==> src/rtl/alu_pkg.sv <==
// Shared ALU definitions: FSM state encoding and the default datapath width.
package alu_pkg;

    localparam int DEFAULT_WIDTH = 8;

    typedef enum logic [1:0] {
        IDLE = 2'd0,
        RUN  = 2'd1,
        DONE = 2'd2
    } state_t;

endpackage

==> src/rtl/serial_subtractor_if.sv <==
// Handshake/data bundle between the ALU control FSM (master) and the
// bit-serial subtractor (slave). Flag outputs exist only when
// SERIAL_SUB_FLAGS_EN is defined.
interface serial_subtractor_if
    import alu_pkg::*;
#(
    parameter int WIDTH = DEFAULT_WIDTH
);

    logic             start;
    logic [WIDTH-1:0] a;
    logic [WIDTH-1:0] b;
    logic             busy;
    logic             done;
    logic [WIDTH-1:0] d;
    logic             bout;
`ifdef SERIAL_SUB_FLAGS_EN
    logic             z;
    logic             n;
    logic             v;
`endif

`ifdef SERIAL_SUB_FLAGS_EN
    modport master (output start, a, b, input busy, done, d, bout, z, n, v);
    modport slave  (input start, a, b, output busy, done, d, bout, z, n, v);
`else
    modport master (output start, a, b, input busy, done, d, bout);
    modport slave  (input start, a, b, output busy, done, d, bout);
`endif

endinterface

==> src/rtl/full_subtractor.sv <==
// One-bit full subtractor cell: d = a - b - bin with borrow out.
module full_subtractor (
    input  logic a,
    input  logic b,
    input  logic bin,
    output logic d,
    output logic bout
);

    assign d    = a ^ b ^ bin;
    assign bout = (~a & b) | (~a & bin) | (b & bin);

endmodule

==> src/rtl/serial_subtractor.sv <==
// Bit-serial WIDTH-bit subtractor, d = a - b, one bit per clock LSB first
// through a single full_subtractor cell and a registered borrow.
// Optional feature macro: SERIAL_SUB_FLAGS_EN adds z/n/v result flags.
module serial_subtractor
    import alu_pkg::*;
#(
    parameter int WIDTH = DEFAULT_WIDTH
)
(
    input logic                clk,
    input logic                rst,
    serial_subtractor_if.slave bus
);

    localparam int CNT_W = (WIDTH > 1) ? $clog2(WIDTH) : 1;
    localparam logic [CNT_W-1:0] LAST_BIT = CNT_W'(WIDTH - 1);

    state_t           state_q, state_d;
    logic [WIDTH-1:0] a_sh_q, a_sh_d;
    logic [WIDTH-1:0] b_sh_q, b_sh_d;
    logic [WIDTH-1:0] res_q, res_d;
    logic             borrow_q, borrow_d;
    logic [CNT_W-1:0] cnt_q, cnt_d;
    logic [WIDTH-1:0] d_q, d_d;
    logic             bout_q, bout_d;
`ifdef SERIAL_SUB_FLAGS_EN
    logic             z_q, z_d;
    logic             n_q, n_d;
    logic             v_q, v_d;
`endif

    logic             cell_diff;
    logic             cell_borrow;
    logic [WIDTH-1:0] res_next;

    full_subtractor u_cell (
        .a    (a_sh_q[0]),
        .b    (b_sh_q[0]),
        .bin  (borrow_q),
        .d    (cell_diff),
        .bout (cell_borrow)
    );

    // Next-state and datapath: accept in IDLE, crunch one bit per RUN cycle,
    // publish the full word only on the final bit so d never shows partials.
    always_comb begin
        state_d  = state_q;
        a_sh_d   = a_sh_q;
        b_sh_d   = b_sh_q;
        res_d    = res_q;
        borrow_d = borrow_q;
        cnt_d    = cnt_q;
        d_d      = d_q;
        bout_d   = bout_q;
`ifdef SERIAL_SUB_FLAGS_EN
        z_d      = z_q;
        n_d      = n_q;
        v_d      = v_q;
`endif
        res_next = {cell_diff, res_q[WIDTH-1:1]};

        case (state_q)
            IDLE: begin
                if (bus.start) begin
                    a_sh_d   = bus.a;
                    b_sh_d   = bus.b;
                    borrow_d = 1'b0;
                    cnt_d    = '0;
                    state_d  = RUN;
                end
            end
            RUN: begin
                a_sh_d   = a_sh_q >> 1;
                b_sh_d   = b_sh_q >> 1;
                res_d    = res_next;
                borrow_d = cell_borrow;
                cnt_d    = cnt_q + CNT_W'(1);
                if (cnt_q == LAST_BIT) begin
                    d_d     = res_next;
                    bout_d  = cell_borrow;
                    state_d = DONE;
`ifdef SERIAL_SUB_FLAGS_EN
                    // On the last bit the shift-register LSBs are the latched operand MSBs.
                    z_d = (res_next == '0);
                    n_d = cell_diff;
                    v_d = (a_sh_q[0] ^ b_sh_q[0]) & (cell_diff ^ a_sh_q[0]);
`endif
                end
            end
            DONE: begin
                state_d = IDLE;
            end
            default: begin
                state_d = IDLE;
            end
        endcase
    end

    // State and datapath registers with synchronous reset that aborts any operation.
    always_ff @(posedge clk) begin
        if (rst) begin
            state_q  <= IDLE;
            a_sh_q   <= '0;
            b_sh_q   <= '0;
            res_q    <= '0;
            borrow_q <= 1'b0;
            cnt_q    <= '0;
            d_q      <= '0;
            bout_q   <= 1'b0;
`ifdef SERIAL_SUB_FLAGS_EN
            z_q      <= 1'b0;
            n_q      <= 1'b0;
            v_q      <= 1'b0;
`endif
        end else begin
            state_q  <= state_d;
            a_sh_q   <= a_sh_d;
            b_sh_q   <= b_sh_d;
            res_q    <= res_d;
            borrow_q <= borrow_d;
            cnt_q    <= cnt_d;
            d_q      <= d_d;
            bout_q   <= bout_d;
`ifdef SERIAL_SUB_FLAGS_EN
            z_q      <= z_d;
            n_q      <= n_d;
            v_q      <= v_d;
`endif
        end
    end

    assign bus.busy = (state_q == RUN);
    assign bus.done = (state_q == DONE);
    assign bus.d    = d_q;
    assign bus.bout = bout_q;
`ifdef SERIAL_SUB_FLAGS_EN
    assign bus.z    = z_q;
    assign bus.n    = n_q;
    assign bus.v    = v_q;
`endif

endmodule

==> src/flat_wrapper.sv <==
// flat-port wrapper written by rule: the top's interface ports become plain ports
module serial_subtractor_flat import alu_pkg::*;
#(
    parameter int WIDTH = DEFAULT_WIDTH
)
  (clk, rst, bus_start, bus_a, bus_b, bus_busy, bus_done, bus_d, bus_bout);
  serial_subtractor_if #(.WIDTH(WIDTH)) bus_i ();
  input logic clk;
  input logic rst;
  input wire logic [$bits(bus_i.start)-1:0] bus_start;
  input wire logic [$bits(bus_i.a)-1:0] bus_a;
  input wire logic [$bits(bus_i.b)-1:0] bus_b;
  output wire logic [$bits(bus_i.busy)-1:0] bus_busy;
  output wire logic [$bits(bus_i.done)-1:0] bus_done;
  output wire logic [$bits(bus_i.d)-1:0] bus_d;
  output wire logic [$bits(bus_i.bout)-1:0] bus_bout;
  assign bus_i.start = bus_start;
  assign bus_i.a = bus_a;
  assign bus_i.b = bus_b;
  assign bus_busy = bus_i.busy;
  assign bus_done = bus_i.done;
  assign bus_d = bus_i.d;
  assign bus_bout = bus_i.bout;
  serial_subtractor #(.WIDTH(WIDTH)) u_core (.clk(clk), .rst(rst), .bus(bus_i));
endmodule
==> config.mk <==
export PLATFORM = sky130hd
export DESIGN_NAME = serial_subtractor_flat
export DESIGN_NICKNAME = d
export VERILOG_FILES = /design/src/rtl/alu_pkg.sv /design/src/rtl/serial_subtractor_if.sv /design/src/rtl/full_subtractor.sv /design/src/rtl/serial_subtractor.sv /design/src/flat_wrapper.sv
export SDC_FILE = /design/constraint.sdc
export NUM_CORES = 1
export LEC_CHECK = 0
export BUFFER_PORTS_ARGS = -buffer_cell sky130_fd_sc_hd__buf_2
export CORE_ASPECT_RATIO = 0.5
export CORE_UTILIZATION = 53
export CTS_CLUSTER_DIAMETER = 50
export CTS_CLUSTER_SIZE = 12
export DETAILED_ROUTE_END_ITERATION = 7
export GPL_TIMING_DRIVEN = 0
export PLACE_DENSITY_LB_ADDON = 0.3
export SLEW_MARGIN = 25
export SYNTH_ARGS = -nofsm -noshare
export SYNTH_HDL_FRONTEND = slang
export SYNTH_SLANG_ARGS = --single-unit
==> constraint.sdc <==
create_clock -name clk -period 1.5 [get_ports clk]
set_input_delay 0.3 -clock clk [delete_from_list [all_inputs] [get_ports clk]]
set_output_delay 0.3 -clock clk [all_outputs]
set_load 0.01 [all_outputs]
==> impl_summary.txt <==
----------------------------------------------------
[Cells and area]
  Syn-to-layout area delta ... 24.6%
  Total non-filler cell area in the finished layout ... between 0.0015 and 0.002 sq mm
  Total number of nets in the final design ... 228
  Antenna cell count ... 0
  Fraction of final layout cells with drive strength greater than 1 ... ~29%

[Synth]
  Netlist area before placement ... 0.00159 sq mm
  Syn. warnings ... 0
  Post-synthesis sequential area ratio ... 47.9%
  Cell variety after synth ... 26
  Number of synthesized register bits ... 38
  Synthesized area per cell ... around 9.4 sq um
  Synthesized instance count ... between 150 and 200
  Net Count, Synth ... 190

[Placed design]
  Buffers on Ports ... 28
  Half-perimeter wire length after placement ... 1970 um
  Worst setup timing slack at the placement stage ... about 0.12 ns
  Final weighted congestion in routability-driven placement ... 0.748
  Placed cell areas ... 0.00177 sq mm

[Routing]
  Drt via density ... 5.09
  Number of detailed-route iterations in the first pass ... 4
  Detailed-route DRC error count ... 0
  Wire length after detailed routing ... 3110 um
  Residual antenna-violating net count after detailed routing ... 0
  First-iteration detailed-routing DRC count ... 74
  Vias ... 1241
  Routed wirelength normalized by instance count ... 12.7 um

[Clock tree]
  H-tree levels ... 2
  Clock transition time at the flip-flop clock pins of the worst setup and hold paths ... 0.08 ns
  Number of buffers created by CTS ... 5
  Number of buffers between clock root and the deepest sink ... 2
  Cell at the root of the clock tree ... clkbuf_8
  Number of clock sinks seen by CTS ... 38
  Clock tree from TritonCTS ... built
  Later-pin clock latency in the skew report ... a little under 0.3 ns
  Hold_buf cts ... 0

[Power]
  Power density normalized to cell area ... 1210 mW/mm^2
  Leak Pwr ... 0.000811 uW
  Peak supply drop ... 681 uV

[Setup path]
  CP Data Required Time ... 1.20 ns
  Worst EP arrival ... 1.16 ns
  Termination of the worst setup path ... bus_done
  Max FO, Critical Path ... 10
  Class of the most critical setup path ... flip-flop to output pin
  Cell depth of the worst flop-to-flop path ... 5
  Start point of the critical path ... u_core.state_q[0]
  Critical path endpoint category ... output pin
  Kind of start point of the critical path ... flip-flop
  Reg-to-reg setup timing slack ... approximately 0.10 ns
  Startpoint of the lowest-slack register-to-register path ... u_core.cnt_q[0]
  End of the worst register-to-register path ... u_core.bus.d[7]

[Global route]
  Wire length of the first global-routing pass ... 4650 um
  Largest net degree at the start of global routing ... 14
  Global Route Usage Sum ... roughly 20%
  Remaining global-route overflow ... 0
  Antenna violations before repair ... 0
  Vias in the first global route ... 1001

[Floorplan]
  Number of top-level pins ... 30
  Die outline height ... roughly 41 um
  Die area ... 0.00323 sq mm
  Die Span X ... 79.4 um
  Starting Density ... 58.4%
  Area of the placeable core ... 0.00272 sq mm
  Count of standard-cell rows ... 13

[STA]
  Final number of hold-violating endpoints ... 0
  Total Neg Setup Slack ... 0 ns
  Slew of the pin with the lowest slew margin ... 0.681 ns
  Number of setup violations in the final report ... 0
  Max Freq ... 685 MHz
  Clk_skew ... 0.00365 ns
  Shortest clock period the worst path allows after layout ... 1.46 ns
  Fin crit share ... 97.3%
  Max Slew Vio Count ... 0
  Slack of the critical path ... just over 0.04 ns
  Max_slew headroom ... 54.6%

[Worst hold path]
  Type of the most critical hold path ... primary input to flip-flop

[Run status]
  Run status ... finished clean

[Flow run]
  Number of max-capacitance violations reported ... 0

----------------------------------------------------
## stage by stage
stage / power, uW / cells / hold WS (ns) / util (%)
global route: 2490 / 244 / 0.297 / 72.8
floorplan: 1270 / 168 / 0.432 / -
detailed placement: 1330 / 233 / 0.445 / 65.3
global placement: 1330 / 233 / 0.440 / 65.3
finish: 2390 / 244 / 0.299 / 72.8
CTS: 2390 / 242 / 0.294 / 71.3
## cells by family after synthesis
kind of cell	Yosys count	share of synthesized area, %
simple gates	57	15.5
flops	38	47.9
mux	15	9.46
compound gates	40	18.5
fa+ha+maj	3	2.84
buf+inv	15	5.76
## cells in the mapped netlist, drive strengths merged
master | n | area, sq um
a211oi | 17 | 163
a21oi | 16 | 80.1
a22oi | 3 | 22.5
and3b | 1 | 8.76
buf | 8 | 63.8
clkbuf | 4 | 16.3
dfxtp | 38 | 761
fa | 1 | 20.0
ha | 2 | 25.0
inv | 3 | 11.3
mux2i | 15 | 150
nand2 | 28 | 105
nand2b | 1 | 8.76
nand3b | 1 | 7.51
nand4bb | 2 | 22.5
nor2 | 22 | 82.6
nor2b | 1 | 6.26
nor3 | 1 | 5.00
o21ai | 2 | 10.0
o21ba | 1 | 10.0
o21bai | 1 | 7.51
## power breakdown
group | leakage [uW] | switching, uW | internal (uW)
registers | 0.000311 | 26.8 | 1050
clock network | 0.0000714 | 355 | 709
logic | 0.000428 | 132 | 115
total | 0.000811 | 514 | 1880
## worst max-delay path, cell delays in order (launching register included)
cell     delay [ns]
dfxtp_4        0.35
buf_8          0.15
buf_8          0.15
nor2b_4        0.11
buf_6          0.10
## worst min path at each step
stage | startpoint | end | slack [ns] | depth (start not counted)
2_1_floorplan | u_core.res_q[1] | u_core.bus.d[0] | 0.43 | 2
3_3_place_gp | u_core.bus.bout | u_core.bus.bout | 0.44 | 2
3_5_place_dp | u_core.bus.d[4] | u_core.bus.d[4] | 0.45 | 2
4_1_cts | bus_b[7] | u_core.b_sh_q[7] | 0.29 | 3
5_1_grt | bus_b[7] | u_core.b_sh_q[7] | 0.30 | 3
6_report | bus_b[7] | u_core.b_sh_q[7] | 0.30 | 3
## layer usage
metal	vias up	track usage (%)	part of all wire [%]	wire, um
met1	552	26.3	52	1610
met3	5	8.00	4.5	140
met4	0	6.82	0.74	23
met5	-	0	0	0
li1	661	-	-	-
met2	23	32.5	43	1330
## sequential cells by signal, summed over array words and instances, names as in the netlist
register         flops
u_core.b_sh_q        8
u_core.cnt_q         3
u_core.a_sh_q        8
u_core.borrow_q      1
u_core.bus.bout      1
u_core.state_q       2
u_core.bus.d         8
u_core.res_q         7
## cell usage in the layout (no fill, tap or decap)
| cell type | count |
|---|---|
| a211oi_1 | 10 |
| a211oi_2 | 7 |
| a21oi_1 | 16 |
| a22oi_1 | 3 |
| and3b_1 | 1 |
| buf_1 | 1 |
| buf_2 | 29 |
| buf_4 | 5 |
| buf_6 | 2 |
| buf_8 | 2 |
| bufinv_16 | 2 |
| clkbuf_1 | 3 |
| clkbuf_4 | 1 |
| clkbuf_8 | 6 |
| dfxtp_1 | 37 |
| dfxtp_4 | 1 |
| fa_1 | 1 |
| ha_1 | 2 |
| inv_1 | 2 |
| inv_8 | 1 |
| mux2i_1 | 15 |
| nand2_1 | 28 |
| nand2b_4 | 1 |
| nand3b_1 | 1 |
| nand4bb_1 | 2 |
| nor2_1 | 22 |
| nor2b_4 | 1 |
| nor3_1 | 1 |
| o21ai_0 | 2 |
| o21ba_2 | 1 |
| o21bai_1 | 1 |
## what timing repair did
action	in CTS	in global routing
endpoints found under the setup margin	2	3
buffers inserted	2	2
resized for setup	6	7
hold endpoints to repair	0	0
## area by class of cell
| cell class | instances | area (sq um) |
|---|---|---|
| flip-flops and latches | 38 | 764 |
| multi-input cells | 115 | 747 |
| fillers | 205 | 739 |
| repair buffers | 32 | 176 |
| clock buffers | 6 | 82.6 |
| plain buffers | 11 | 81.3 |
| clock inverters | 2 | 60.1 |
| well taps | 37 | 46.3 |
| inverters | 3 | 18.8 |
Power figures use the tool's default switching activity.
